**config.mk**
```make
export PLATFORM = sky130hd
export DESIGN_NAME = pe_mac_tree
export DESIGN_NICKNAME = d
export VERILOG_FILES = /design/src/rtl/pe_mac_tree.sv
export SDC_FILE = /design/constraint.sdc
export NUM_CORES = 1
export LEC_CHECK = 0
export CORE_MARGIN = 5
export CORE_UTILIZATION = 60
export CTS_CLUSTER_DIAMETER = 150
export CTS_CLUSTER_SIZE = 14
export DETAILED_ROUTE_END_ITERATION = 10
export PLACE_DENSITY_LB_ADDON = 0.05
export SKIP_LAST_GASP = 1
export SYNTH_ARGS = -nofsm -noshare
export SYNTH_HDL_FRONTEND = slang
export SYNTH_SLANG_ARGS = --single-unit
```
**constraint.sdc**
```tcl
create_clock -name clk -period 5 [get_ports clk]
set_input_delay 1 -clock clk [delete_from_list [all_inputs] [get_ports clk]]
set_output_delay 1 -clock clk [all_outputs]
set_load 0.05 [all_outputs]
```
**src/rtl/pe_mac_tree.sv**
```systemverilog
// Multiply-accumulate PE: LANES signed products, registered adder tree, windowed accumulator.
// Optional PE_RELU_EN clamps negative window results to zero on p_sum only.
module pe_mac_tree #(
   parameter int LANES = 4,
   parameter int DW    = 8,
   parameter int ACC_W = 25
) (
   input  logic                     clk,
   input  logic                     rst_n,
   input  logic                     stall,
   input  logic                     in_valid,
   input  logic                     in_first,
   input  logic                     in_last,
   input  logic [LANES*DW-1:0]      ifm,
   input  logic [LANES*DW-1:0]      wgt,
   output logic                     out_valid,
   output logic signed [ACC_W-1:0]  p_sum
);

   localparam int T     = $clog2(LANES);
   localparam int TW    = 2*DW + T;
   localparam int NODES = 2*LANES - 1;

   // Tree nodes share one width; sign extension makes every level exact at TW bits.
   // Heap layout: root at 1, lane k's product at LANES+k, children of i at 2i/2i+1.
   logic [LANES*DW-1:0]     ifm_p0_q, ifm_p0_d;
   logic [LANES*DW-1:0]     wgt_p0_q, wgt_p0_d;
   logic                    vld_p0_q, vld_p0_d;
   logic                    first_p0_q, first_p0_d;
   logic                    last_p0_q, last_p0_d;
   logic signed [TW-1:0]    node_q [1:NODES];
   logic signed [TW-1:0]    node_d [1:NODES];
   logic [T:0]              tree_vld_q, tree_vld_d;
   logic [T:0]              tree_first_q, tree_first_d;
   logic [T:0]              tree_last_q, tree_last_d;
   logic signed [ACC_W-1:0] acc_q, acc_d;
   logic signed [ACC_W-1:0] p_sum_q, p_sum_d;
   logic                    out_valid_q, out_valid_d;
   logic signed [ACC_W-1:0] acc_next;

   function automatic logic signed [TW-1:0] mul_lane(input logic signed [DW-1:0] a,
                                                     input logic signed [DW-1:0] b);
      logic signed [2*DW-1:0] p;
      p = a * b;
      return TW'(p);
   endfunction

   function automatic logic signed [ACC_W-1:0] sext_acc(input logic signed [TW-1:0] x);
      return ACC_W'(x);
   endfunction

   function automatic logic signed [ACC_W-1:0] result_of(input logic signed [ACC_W-1:0] x);
`ifdef PE_RELU_EN
      return (x < 0) ? '0 : x;
`else
      return x;
`endif
   endfunction

   always_comb begin
      ifm_p0_d     = ifm_p0_q;
      wgt_p0_d     = wgt_p0_q;
      vld_p0_d     = vld_p0_q;
      first_p0_d   = first_p0_q;
      last_p0_d    = last_p0_q;
      node_d       = node_q;
      tree_vld_d   = tree_vld_q;
      tree_first_d = tree_first_q;
      tree_last_d  = tree_last_q;
      acc_d        = acc_q;
      p_sum_d      = p_sum_q;
      out_valid_d  = 1'b0;
      acc_next     = tree_first_q[T] ? sext_acc(node_q[1])
                                     : acc_q + sext_acc(node_q[1]);
      if (!stall) begin
         // p0: input capture, flags qualified by in_valid
         ifm_p0_d   = ifm;
         wgt_p0_d   = wgt;
         vld_p0_d   = in_valid;
         first_p0_d = in_valid & in_first;
         last_p0_d  = in_valid & in_last;
         // tree level 0: lane products
         for (int k = 0; k < LANES; k++) begin
            node_d[LANES+k] = mul_lane(ifm_p0_q[k*DW +: DW], wgt_p0_q[k*DW +: DW]);
         end
         // tree levels 1..T: pairwise sums
         for (int i = 1; i < LANES; i++) begin
            node_d[i] = node_q[2*i] + node_q[2*i+1];
         end
         tree_vld_d   = {tree_vld_q[T-1:0], vld_p0_q};
         tree_first_d = {tree_first_q[T-1:0], first_p0_q};
         tree_last_d  = {tree_last_q[T-1:0], last_p0_q};
         // accumulate stage
         if (tree_vld_q[T]) begin
            acc_d = acc_next;
            if (tree_last_q[T]) begin
               p_sum_d     = result_of(acc_next);
               out_valid_d = 1'b1;
            end
         end
      end
   end

   always_ff @(posedge clk or negedge rst_n) begin
      if (!rst_n) begin
         ifm_p0_q     <= '0;
         wgt_p0_q     <= '0;
         vld_p0_q     <= 1'b0;
         first_p0_q   <= 1'b0;
         last_p0_q    <= 1'b0;
         for (int n = 1; n <= NODES; n++) begin
            node_q[n] <= '0;
         end
         tree_vld_q   <= '0;
         tree_first_q <= '0;
         tree_last_q  <= '0;
         acc_q        <= '0;
         p_sum_q      <= '0;
         out_valid_q  <= 1'b0;
      end else begin
         ifm_p0_q     <= ifm_p0_d;
         wgt_p0_q     <= wgt_p0_d;
         vld_p0_q     <= vld_p0_d;
         first_p0_q   <= first_p0_d;
         last_p0_q    <= last_p0_d;
         node_q       <= node_d;
         tree_vld_q   <= tree_vld_d;
         tree_first_q <= tree_first_d;
         tree_last_q  <= tree_last_d;
         acc_q        <= acc_d;
         p_sum_q      <= p_sum_d;
         out_valid_q  <= out_valid_d;
      end
   end

   assign out_valid = out_valid_q;
   assign p_sum     = p_sum_q;

endmodule

```
* Yosys cells after proc, flatten, opt, wreduce, memory -nomap -nowiden
Cells that the tools add are included.
** Word-level totals
- Bits in registers :: 245
- Input bits :: 70
- Logic and storage cells :: 35
- Output and inout port bits :: 26
** Operators by class
- Muxes and demuxes :: 4
- Bitwise logic cells :: 3
- Reduce and logical (&&, ||, !) cells :: 2
- Add/sub/neg operators :: 4
- Multiply operators :: 4
** Operators by type and width (number)
- multiplier 8 x 8 -> 16 bit :: 4
- adder 16 x 16 -> 17 bit :: 2
- adder 25 x 18 -> 25 bit :: 1
- two-way mux 25 bit :: 1
- adder 18 bit :: 1
- two-way mux 1 bit :: 3
- AND reduction 3 bit :: 1
- AND 1 bit :: 2
- AND reduction 2 bit :: 1
- inverter 1 bit :: 1

* Longest topological paths before layout
- Depth after elaboration :: 3
- Gate-level depth with buffers :: 20

* Worst setup path after synthesis
OpenSTA, ideal clock, no wires.
- Kind :: reg-to-reg
- Start point :: register ifm_p0_q[15]
- End point :: register node_q[51] (netlist name)
- Data arrival time :: 4.315 ns
- Setup slack :: 0.560 ns
- Cell stages (with the launch flop) :: 20
- Required time :: 4.875 ns
- Path buffers :: 1
- Cells stage by stage :: dfrtp_1 clkbuf_1 and2_1 fa_1 inv_1 fa_1 inv_1 fa_1 inv_1 fa_1 inv_1 ha_1 inv_1 o21ai_1 a21oi_1 o21a_1 o21ai_1 o41ai_1 xnor2_1 mux2_2
** On the way
- Longest elaborated chain between the ends :: 1
** RTL lines
- from (decl) :: line 26 : logic [LANES*DW-1:0] ifm_p0_q, ifm_p0_d;
- from (signal assigned) :: line 121 : ifm_p0_q <= ifm_p0_d;
- multiplier 8 x 8 -> 16 bit :: line 44 : p = a * b;
Every way passes these cells.
A chain may end at the register's enable or synchronous reset.

* Final worst setup path
- Start point :: register ifm_p0_q[29]
- End point :: register node_q[14] (netlist bit)
** On the way
- Longest elaborated chain between the ends :: 1
** RTL lines
- multiplier 8 x 8 -> 16 bit :: line 44
- to (signal assigned) :: line 126 : node_q <= node_d;
- to (decl) :: line 31 : logic signed [TW-1:0] node_q [1:NODES];
Every way passes these cells.

==> metrics.yaml <==
run_status:
  status: "finished, final reports clean"
synth:
  synthSimpleGateAreaFrac_pct: 14.80
  synthTopCellsByArea: "dfrtp_1 (27%), fa_1 (20%), ha_1 (11%)"
  synth_area_leader_cell: "dfrtp_1"
  synthAdderAreaFrac_pct: 30.90
  synth_compound_gate_area_share_pct: 10.75
  syn-instance-count: 2313
  netlist_area_sq_mm: 0.02216
  ys_types: 69
  muxShareOfSynthArea_pct: 5.261
  synth.most_common_cell: "inv_1"
  synth_warnings: 0
  synth_nets: 2796
  syn_area_per_cell_sq_um: 9.582
  ys.flop_type: "dfrtp_1"
  synth_xor_xnor_area_share_pct: 3.675
  seq_area_frac_synth_pct: 27.44
  synth_edf_count: 0
  synth_top_family_by_area: "adder cells"
  netlist.area_leader.share_pct: 27.44
  synth_seq_cells: 243
  synth_commonest_cells: "inv_1 (368), nand2_1 (252), dfrtp_1 (243)"
  async_reset_ff_share_pct: 100.0
setup_path:
  crit_type: "reg -> reg"
  r2r_slack_ns: 0.28
  required_ns: 5.48
  r2r-end: "node_q[14]"
  cp_data_arrival_time_ns: 5.21
  cp-end-kind: "register"
  cp-start-kind: "register"
  reg2reg_from: "ifm_p0_q[29]"
  cp_max_fo: 9
  rr_worst_depth: 18
sta:
  fin_skew_ns: 0.03244
  timing_hold_violations_final: 0
  finalCritPeriodShare_pct: 94.44
  relSlewSlack_pct: 40.17
  tightest_slew_ns: 0.8974
  fmax_mhz: 211.8
  setup_viol: 0
  layout_min_cycle_time_ns: 4.722
  slew_violations: 0
clock_network:
  cts_buffers: 21
  post_cts_buffers: 0
  cts_resized: 0
  clock_path_buffers: 3
  cts.htree.levels: 1
  numClockSinks: 243
  clk_pin_slew_ns: 0.08
  hold_buffers: 0
  cts_tree: "done"
  clk_latency_ns: 0.54
  cts_root_buffer: "clkbuf_16"
power_and_ir_drop:
  internal_power_mw: 8.956
  p_switching_mw: 8.374
  switching_share_pct: 48.32
  leakagePower_nw: 11.55
  p_seq_share_pct: 19.5
  clkPwrFrac_pct: 8.6
  combPwrFrac_pct: 71.9
  powerDensity_mw_per_mm2: 718.0
  irDropWorstVdd_mv: 0.5103
final_layout:
  nNetsFinal: 2870
  area_growth_pct: 8.891
  fin_cells: 2855
  final_cell_area_sq_mm: 0.02413
  fillers: 3023
  drive_above_1_share_pct: 6.619
  regArea_sq_mm: 0.006082
  post-route-util_pct: 66.08
  multi_input_area_sq_mm: 0.01450
  insertedDiodeCount: 0
global_route:
  grt_pass1_wl_mm: 79.27
  grt_antenna_before_repair: 0
  grtUsageTotal_pct: 23.17
  first_global_vias: 16166
  overflow: 0
  grt_max_degree: 146
detailed_routing:
  drt_iter0_markers: 637
  wire_per_inst_um: 16.10
  drcViolationCount: 0
  ant_nets: 0
  viasPerCell: 5.420
  via_count: 15475
  drt_pass1_iterations: 5
  wirelength_mm: 45.97
hold_path:
  hold_path.class: "in -> async"
die:
  die_x_um: 202.2
  ios: 96
  start_util_pct: 60.69
  fp-row-count: 70
  die-area_sq_mm: 0.04088
  die_height_um: 202.2
  core_sq_mm: 0.03652
placed_design:
  placed_area_sq_mm: 0.02358
  dp_hpwl_mm: 36.37
  io_buffer_count: 95
  gp_congestion: 0.8747
  place_inst: 2832
run:
  maxCapViolations: 0
==> registers in the layout, indices dropped and copies added (netlist names) <==
register,flops
wgt_p0_q,32
first_p0_q,1
node_q,116
tree_first_q,3
vld_p0_q,1
tree_last_q,3
p_sum,25
tree_vld_q,3
out_valid,1
ifm_p0_q,32
last_p0_q,1
acc_q,25
==> how the worst max path moves through the flow <==
stage,startpoint,endpoint,slack [ns],depth (start not counted)
floorplan,ifm_p0_q[15],node_q[51],0.56,19
global placement,ifm_p0_q[13],node_q[51],0.42,18
detailed placement,ifm_p0_q[14],node_q[51],0.24,18
CTS,ifm_p0_q[14],node_q[51],0.23,18
global route,ifm_p0_q[14],node_q[51],-0.009,18
finish,ifm_p0_q[29],node_q[14],0.28,18
==> power by group through the flow <==
stage,clock network (mW),registers [mW],logic [mW]
after floorplan,0,3.47,9.40
after global placement,0,3.38,12.1
after detailed placement,0,3.41,12.5
after CTS,1.54,3.37,12.5
after global routing,1.61,3.47,14.3
final,1.49,3.37,12.5
==> logic make-up (layout without fill, tap and decap cells) <==
| family | after synthesis | in the layout |
|---|---|---|
| AOI/OAI and AO/OA | 386 | 386 |
| DFF | 243 | 243 |
| muxes | 104 | 104 |
| adders and majority gates | 413 | 413 |
| and+or+nand+nor | 651 | 651 |
| xor gates and xnor gates | 93 | 93 |
| buffers and inverters | 423 | 497 |
==> routing by layer <==
layer	up-vias	track usage, %	part of all wire, %
met1	7526	32.80	48
met3	62	2.407	2.8
met2	220	38.74	47
met4	0	5.941	2.9
li1	7667	-	-
met5	-	0	0
==> stage by stage <==
stage | setup WS, ns | power (mW) | hold slack [ns] | TNS [ns]
after floorplan | 0.5598 | 12.87 | 0.4492 | 0
after global placement | 0.4189 | 15.50 | 0.4624 | 0
after detailed placement | 0.2389 | 15.88 | 0.4697 | 0
after CTS | 0.2336 | 17.46 | 0.4845 | 0
after global routing | -0.009095 | 19.37 | 0.5028 | -0.009095
final | 0.2778 | 17.33 | 0.4693 | 0
==> layout by cell type, fill, tap and decap left out, types with 9 or more instances in the layout <==
cell and instances:
a211oi_1 15, a21boi_1 11, a21o_1 19, a21oi_1 72
and2_1 163, and3_1 19, buf_4 10, clkbuf_16 21
clkdlybuf4s50_1 93, dfrtp_1 242, fa_1 224, ha_1 189
inv_1 368, mux2_2 100, nand2_1 252, nand2b_1 18
nand3_1 30, nor2_1 60, nor2b_1 29, nor3_1 30
nor3b_1 14, o21a_1 15, o21ai_0 132, o21ai_1 35
o21bai_1 9, o31ai_1 25, or3_1 10, xnor2_1 61
xor2_1 32
==> worst max-delay path, stage by stage (launching register included) <==
cell	delay, ns
dfrtp_1	0.47
and2_1	0.22
fa_1	0.53
inv_1	0.05
fa_1	0.54
inv_1	0.05
fa_1	0.47
inv_1	0.05
fa_1	0.48
inv_1	0.04
ha_1	0.28
o21ai_1	0.11
a21boi_0	0.14
o21ai_0	0.22
a21oi_1	0.12
o21ai_1	0.17
a21boi_0	0.15
or4_1	0.49
nand3_1	0.09
==> cell type report <==
cell class | instances | share of cell area [%]
Clock buffer | 21 | 2.177
Clock inverter | 2 | 0.08295
Inverter | 369 | 5.739
Multi-Input combinational cell | 1647 | 60.08
Sequential cell | 243 | 25.20
Tap cell | 468 | 2.426
Timing Repair Buffer | 105 | 4.293
Power figures use the tool's default switching activity.
